[config.mk]
export PLATFORM = sky130hd
export DESIGN_NAME = non_hwt_scan_ctrl
export DESIGN_NICKNAME = d
export VERILOG_FILES = /design/src/rtl/non_hwt_pkg.sv /design/src/rtl/non_hwt_resp_checker.sv /design/src/rtl/non_hwt_scan_ctrl.sv
export SDC_FILE = /design/constraint.sdc
export NUM_CORES = 1
export LEC_CHECK = 0
export ABC_AREA = 1
export CAP_MARGIN = 15
export CORE_MARGIN = 5
export CORE_UTILIZATION = 49
export DETAILED_ROUTE_END_ITERATION = 6
export PLACE_DENSITY = 0.75
export SLEW_MARGIN = 25
export SYNTH_ARGS = -nofsm -noshare
export SYNTH_HDL_FRONTEND = slang
export SYNTH_SLANG_ARGS = --single-unit
[constraint.sdc]
create_clock -name clk -period 1.43 [get_ports clk]
set_input_delay 0.286 -clock clk [delete_from_list [all_inputs] [get_ports clk]]
set_output_delay 0.286 -clock clk [all_outputs]
set_load 0.01 [all_outputs]
[src/rtl/non_hwt_pkg.sv]
// Shared types, widths and the golden cell function for the scan controller.
package non_hwt_pkg;

  localparam int unsigned NUM_VEC = 16;
  localparam int unsigned VEC_W   = 4;
  localparam int unsigned CNT_W   = 5;
  localparam int unsigned SET_W   = 4;

  localparam logic [NUM_VEC-1:0] GOLDEN_SIG_DEF = 16'hF800;

  typedef enum logic [1:0] {
    ST_IDLE = 2'd0,
    ST_SCAN = 2'd1,
    ST_DONE = 2'd2
  } state_t;

  // Reference cell: vec = {D, C, B, A}, Y = D & ((A & B) | C).
  function automatic logic golden_y(input logic [VEC_W-1:0] v);
    return v[3] & ((v[0] & v[1]) | v[2]);
  endfunction

endpackage

[src/rtl/non_hwt_resp_checker.sv]
// Response checker: captures the sampled cell output per vector and tracks
// mismatches against the golden signature.
//   clk, rst       : clock, synchronous active-high reset
//   clear          : wipes results when a new scan is accepted
//   sample_en      : this edge samples dut_y for vector vec
//   vec, dut_y     : current vector and cell output
//   result_sig     : captured response, bit v = dut_y for vector v
//   mismatch_cnt   : number of mismatching vectors
//   fail_seen      : at least one mismatch
//   first_fail     : lowest-index mismatching vector
//   mismatch_c     : combinational, current sample mismatches
module non_hwt_resp_checker
  import non_hwt_pkg::*;
#(
  parameter logic [NUM_VEC-1:0] GOLDEN_SIG = GOLDEN_SIG_DEF
) (
  input  logic               clk,
  input  logic               rst,
  input  logic               clear,
  input  logic               sample_en,
  input  logic [VEC_W-1:0]   vec,
  input  logic               dut_y,
  output logic [NUM_VEC-1:0] result_sig,
  output logic [CNT_W-1:0]   mismatch_cnt,
  output logic               fail_seen,
  output logic [VEC_W-1:0]   first_fail,
  output logic               mismatch_c
);

  assign mismatch_c = sample_en && (dut_y != GOLDEN_SIG[vec]);

  // Vectors are visited in ascending order, so the first mismatch is the lowest.
  always_ff @(posedge clk) begin
    if (rst || clear) begin
      result_sig   <= '0;
      mismatch_cnt <= '0;
      fail_seen    <= 1'b0;
      first_fail   <= '0;
    end else if (sample_en) begin
      result_sig[vec] <= dut_y;
      if (mismatch_c) begin
        mismatch_cnt <= mismatch_cnt + CNT_W'(1);
        if (!fail_seen) begin
          first_fail <= vec;
          fail_seen  <= 1'b1;
        end
      end
    end
  end

endmodule

[src/rtl/non_hwt_scan_ctrl.sv]
// Self-test sequencer for the 4-input logic cell: walks all 16 input vectors,
// holds each for SETTLE_CYCLES+1 cycles, samples the cell output and reports
// signature, mismatch count, first failing vector and pass/abort status.
//   clk, rst        : clock, synchronous active-high reset
//   start, abort    : launch a scan from IDLE / terminate a scan in progress
//   dut_a..dut_d    : cell inputs, straight from the vector register
//   dut_y           : cell output
//   busy, done      : scanning / one-cycle end-of-scan pulse
//   aborted, pass   : last scan status
//   result_sig, mismatch_cnt, fail_seen, first_fail : response results
module non_hwt_scan_ctrl
  import non_hwt_pkg::*;
#(
  parameter int unsigned        SETTLE_CYCLES = 2,
  parameter logic [NUM_VEC-1:0] GOLDEN_SIG    = GOLDEN_SIG_DEF
) (
  input  logic               clk,
  input  logic               rst,
  input  logic               start,
  input  logic               abort,
  output logic               dut_a,
  output logic               dut_b,
  output logic               dut_c,
  output logic               dut_d,
  input  logic               dut_y,
  output logic               busy,
  output logic               done,
  output logic               aborted,
  output logic [NUM_VEC-1:0] result_sig,
  output logic [CNT_W-1:0]   mismatch_cnt,
  output logic               fail_seen,
  output logic [VEC_W-1:0]   first_fail,
  output logic               pass
);

  localparam logic [VEC_W-1:0] LAST_VEC   = VEC_W'(NUM_VEC - 1);
  localparam logic [SET_W-1:0] SETTLE_MAX = SET_W'(SETTLE_CYCLES);

  state_t             state_q, state_d;
  logic [VEC_W-1:0]   vec_q;
  logic [SET_W-1:0]   settle_q;
  logic               start_acc_c;
  logic               settle_end_c;
  logic               sample_en_c;
  logic               mismatch_c;

  // Cell inputs come only from the vector register: glitch-free.
  assign dut_a = vec_q[0];
  assign dut_b = vec_q[1];
  assign dut_c = vec_q[2];
  assign dut_d = vec_q[3];

  // Next-state logic; abort outranks the sample at the same edge.
  always_comb begin
    state_d      = state_q;
    start_acc_c  = 1'b0;
    settle_end_c = (settle_q == SETTLE_MAX);
    sample_en_c  = 1'b0;
    case (state_q)
      ST_IDLE: begin
        if (start) begin
          start_acc_c = 1'b1;
          state_d     = ST_SCAN;
        end
      end
      ST_SCAN: begin
        if (abort) begin
          state_d = ST_DONE;
        end else if (settle_end_c) begin
          sample_en_c = 1'b1;
          if (vec_q == LAST_VEC) state_d = ST_DONE;
        end
      end
      ST_DONE: state_d = ST_IDLE;
      default: state_d = ST_IDLE;
    endcase
  end

  // State register.
  always_ff @(posedge clk) begin
    if (rst) state_q <= ST_IDLE;
    else     state_q <= state_d;
  end

  // Vector and settle counters.
  always_ff @(posedge clk) begin
    if (rst) begin
      vec_q    <= '0;
      settle_q <= '0;
    end else begin
      case (state_q)
        ST_SCAN: begin
          if (!abort) begin
            if (!settle_end_c) begin
              settle_q <= settle_q + SET_W'(1);
            end else begin
              settle_q <= '0;
              if (vec_q != LAST_VEC) vec_q <= vec_q + VEC_W'(1);
            end
          end
        end
        default: begin
          vec_q    <= '0;
          settle_q <= '0;
        end
      endcase
    end
  end

  // Registered status outputs; pass folds in the final sample's mismatch.
  always_ff @(posedge clk) begin
    if (rst) begin
      busy    <= 1'b0;
      done    <= 1'b0;
      aborted <= 1'b0;
      pass    <= 1'b0;
    end else begin
      busy <= (state_d == ST_SCAN);
      done <= (state_d == ST_DONE);
      if (start_acc_c) begin
        aborted <= 1'b0;
        pass    <= 1'b0;
      end else if (state_q == ST_SCAN && state_d == ST_DONE) begin
        aborted <= abort;
        pass    <= !abort && (mismatch_cnt == '0) && !mismatch_c;
      end
    end
  end

  non_hwt_resp_checker #(
    .GOLDEN_SIG (GOLDEN_SIG)
  ) u_checker (
    .clk          (clk),
    .rst          (rst),
    .clear        (start_acc_c),
    .sample_en    (sample_en_c),
    .vec          (vec_q),
    .dut_y        (dut_y),
    .result_sig   (result_sig),
    .mismatch_cnt (mismatch_cnt),
    .fail_seen    (fail_seen),
    .first_fail   (first_fail),
    .mismatch_c   (mismatch_c)
  );

endmodule

==> impl.org <==
** Status
- The flow ran to the end, and the final reports show no timing, DRC or antenna violations.

** Yosys
- The biggest area contributor in the post-synthesis netlist is sky130_fd_sc_hd__dfxtp_1.
- Synthesized area per cell :: about 7.7 um2
- After synthesis the cells add up to about 1800 um2.
- Sorting the synthesized cells by how often they occur yields sky130_fd_sc_hd__dfxtp_1 (41), sky130_fd_sc_hd__nor2_1 (32), sky130_fd_sc_hd__nand2_1 (25).
- Area fraction of the dominant cell type after synthesis :: 0.463
- Counting distinct cell types in the post-synthesis netlist gives 26.
- Counting every instance in the synthesized netlist gives 230.
- Synthesized Nets :: 241
- Counting flops with an async set or reset pin after synthesis yields a share of 0.
- Leading post-synthesis cells by cell area :: sky130_fd_sc_hd__dfxtp_1 (46%), sky130_fd_sc_hd__nor2_1 (6.8%), sky130_fd_sc_hd__a21oi_1 (6.2%)
- In the synthesized netlist the dominant register cell turns out to be sky130_fd_sc_hd__dfxtp_1.
- Yosys instantiated no cell more often than sky130_fd_sc_hd__dfxtp_1.
- Flip-flop and latch count after synthesis :: 41
- The share of the Yosys chip area taken by registers is 0.463.
- In this run, synthesis inferred 0 flip-flops with an integrated enable.
- Yosys warning count :: 0

** Final layout
- 0 antenna diodes ended up in the layout.
- Area growth from synthesis to layout :: 40.5%
- In the final design database the tool counted 305 nets.
- Number of fill cells in the layout :: roughly 280
- Of the cells placed in the final design, the portion with a size suffix greater than 1 is 0.214.
- The multi-input combinational cells in the finished layout cover a total of a little over 900 um2.
- In the final layout, flip-flops and latches occupy 830 um2.

** GRT
- Remaining global-route overflow :: 0
- The number of global-route vias before repair was between 1500 and 2000.
- Entering global routing, the biggest net connects 16 pins.
- Global-route wire length before repair :: slightly below 7 mm
- For this run, the total global-route usage over all layers was measured as 0.170.
- Antenna violations before repair :: 0

** Route
- Initial drt markers :: 75
- Number of search-and-repair iterations in the first detailed-routing pass :: 4
- Wires add up to about 4.1 mm.
- The count of nets left with antenna violations once routing finished came out at 0.
- Routed via count :: ~1700
- Total DRC errors in the routed layout :: 0
- Per-cell routed wire length :: approximately 12 um
- Using the TritonRoute via totals, the vias-per-cell ratio works out to 5.03.

** Clock tree
- Number of buffers created by CTS :: 5
- The clock passes through at most 2 buffers.
- Post-CTS clock slew at the launch and capture registers of the worst setup and hold paths :: about 0.12 ns
- H-tree lvl count :: 2
- Root buffer cell :: sky130_fd_sc_hd__clkbuf_4
- Source-to-sink clock delay at the later pin of the worst-skew pair :: ~0.34 ns
- TritonCTS built the clock tree.
- Number of buffers inserted by hold repair at cts :: 0
- Number of clock sinks :: between 40 and 50

** STA
- The worst path needs between 1 and 1.5 ns of the cycle, external delays included.
- Max_slew headroom :: 0.759
- On the final layout, the worst clock skew is 0.00959 ns.
- Top achievable clock speed :: ~0.75 GHz
- Unrepaired setup endpoints after global routing :: yes
- The final number of max-transition violations was 0.
- On the final layout, the worst hold slack is around 0.37 ns.
- Worst-margin pin slew :: around 0.36 ns
- Setup_tns :: 0 ns
- Setup violations remaining at the end of the flow were counted as 0.
- Final hold vios :: 0
- Final worst-path cycle share :: 0.937

** Place
- Count of buffers from port buffering :: 38
- After legalization and detailed placement, the total HPWL measured between 3 and 4 mm.
- At the end of routability-driven placement, the weighted congestion stood at between 0.8 and 0.9.

** Power and ir drop
- Reported leakage power :: between 1 and 1.5 nW
- Summing internal, switching and leakage power gives approximately 1.9 mW.
- Power density over cell area :: 775 nW/um2
- The worst-case IR drop observed on VDD is 573 uV.

** Flow run
- The tool flagged a number of max-cap violations equal to 0.

** Critical path
- Element type at the critical path end :: primary output
- For the worst setup path, the data required time is about 1.1 ns.
- Of all nets on the critical path, the largest fanout is 5.
- For the worst setup path, the data arrival time is approximately 1.1 ns.
- Type of the setup path with the least slack :: flop to primary output
- STA classifies the critical path startpoint as a flop.

** Floorplanning
- The initialized floorplan defines 21 standard-cell rows.
- For this configuration, the core starts out at a cell density of 0.519.
- Pin placement for this block handled 39 I/O pins.
- Die W :: 70.2 um
- The die covers a little under 5000 um2.
- Height of the die :: ~70 um
- The total area inside the core boundary comes to between 3000 and 4000 um2.

** Hold path
- Tightest Hold Check Type :: primary input to flop
[worst paths after layout]
check	end	cells after the start	slack (ns)	start
worst max-delay path	dut_b	2	0.09	vec_q[1]
worst min-delay path	state_q[0]	4	0.37	abort
worst max register to register	aborted	8	0.09	vec_q[1]
worst min register to register	pass	2	0.47	pass
[critical path, cell delays in order (launching register included)]
cell	delay, ns
sky130_fd_sc_hd__dfxtp_1	0.35
sky130_fd_sc_hd__buf_4	0.14
sky130_fd_sc_hd__clkdlybuf4s15_1	0.23
[layout make-up]
type / count / share of cell area
clock inverter: 1 / 0.00201
inverter: 28 / 0.0442
timing repair buffer: 59 / 0.206
sequential: 41 / 0.333
multi-input combinational: 159 / 0.366
tap: 46 / 0.0231
clock buffer: 7 / 0.0261
[state kept, by name (all words and copies together), names as in the netlist, named ones only]
name,flops
u_checker.result_sig,16
u_checker.mismatch_cnt,5
settle_q,4
u_checker.first_fail,4
vec_q,4
state_q,2
aborted,1
busy,1
done,1
pass,1
u_checker.fail_seen,1
[what timing repair did]
| action | 4_1_cts | 5_1_grt |
|---|---|---|
| setup endpoints to repair | 34 | 26 |
| pin swaps | 0 | 2 |
| hold endpoints to repair | 0 | 0 |
| buffers inserted | 0 | 2 |
| gates resized for setup | 39 | 21 |
| cloned | 0 | 1 |
[per-layer routing]
metal	vias up	share of wire	wire length, um	global-route usage
li1	893	-	-	-
met1	776	0.50	2050	0.231
met2	42	0.44	1810	0.258
met3	4	0.055	227	0.0430
met4	0	0.012	50	0.0638
met5	-	0	0	0
[power by group]
part	internal [mW]	switching (mW)	total, mW
clock	0.285	0.358	0.644
combinational	0.0612	0.0741	0.135
sequential	1.15	0.00354	1.15
[cell families (layout without fill, tap and decap cells)]
logic type,after synthesis,after routing,synth area share
AND/OR/NAND/NOR,98,99,0.266
AO/OA/AOI/OAI,51,51,0.148
flip-flops,41,41,0.463
buffers and inverters,31,95,0.0663
adder cells (fa/ha/maj),6,6,0.0423
XOR/XNOR,3,3,0.0148
[metrics by stage]
stage | utilization | std cells | setup WS [ns] | instance area [um2]
global route | 0.730 | 341 | -0.00375 | 2490
floorplan | - | 230 | 0.0315 | 1770
detailed placement | 0.690 | 330 | -0.297 | 2360
global placement | 0.690 | 330 | -0.260 | 2360
CTS | 0.700 | 338 | 0.0328 | 2390
finish | 0.730 | 341 | 0.0900 | 2490
[layout by cell type, fill, tap and decap left out, types with 3 or more instances in the layout]
cell type	instances
sky130_fd_sc_hd__a21oi_1	21
sky130_fd_sc_hd__buf_4	20
sky130_fd_sc_hd__clkbuf_4	5
sky130_fd_sc_hd__clkdlybuf4s50_1	3
sky130_fd_sc_hd__dfxtp_1	34
sky130_fd_sc_hd__dfxtp_2	7
sky130_fd_sc_hd__dlygate4sd2_1	32
sky130_fd_sc_hd__ha_1	5
sky130_fd_sc_hd__inv_1	18
sky130_fd_sc_hd__inv_2	8
sky130_fd_sc_hd__nand2_1	23
sky130_fd_sc_hd__nand2_2	3
sky130_fd_sc_hd__nand2_4	3
sky130_fd_sc_hd__nand3_1	9
sky130_fd_sc_hd__nand3_4	3
sky130_fd_sc_hd__nand4_1	5
sky130_fd_sc_hd__nor2_1	32
sky130_fd_sc_hd__nor2_4	3
sky130_fd_sc_hd__nor3_1	16
sky130_fd_sc_hd__o21ai_0	4
sky130_fd_sc_hd__o21ai_1	22
Note: power is estimated with default switching activity, not from simulation.
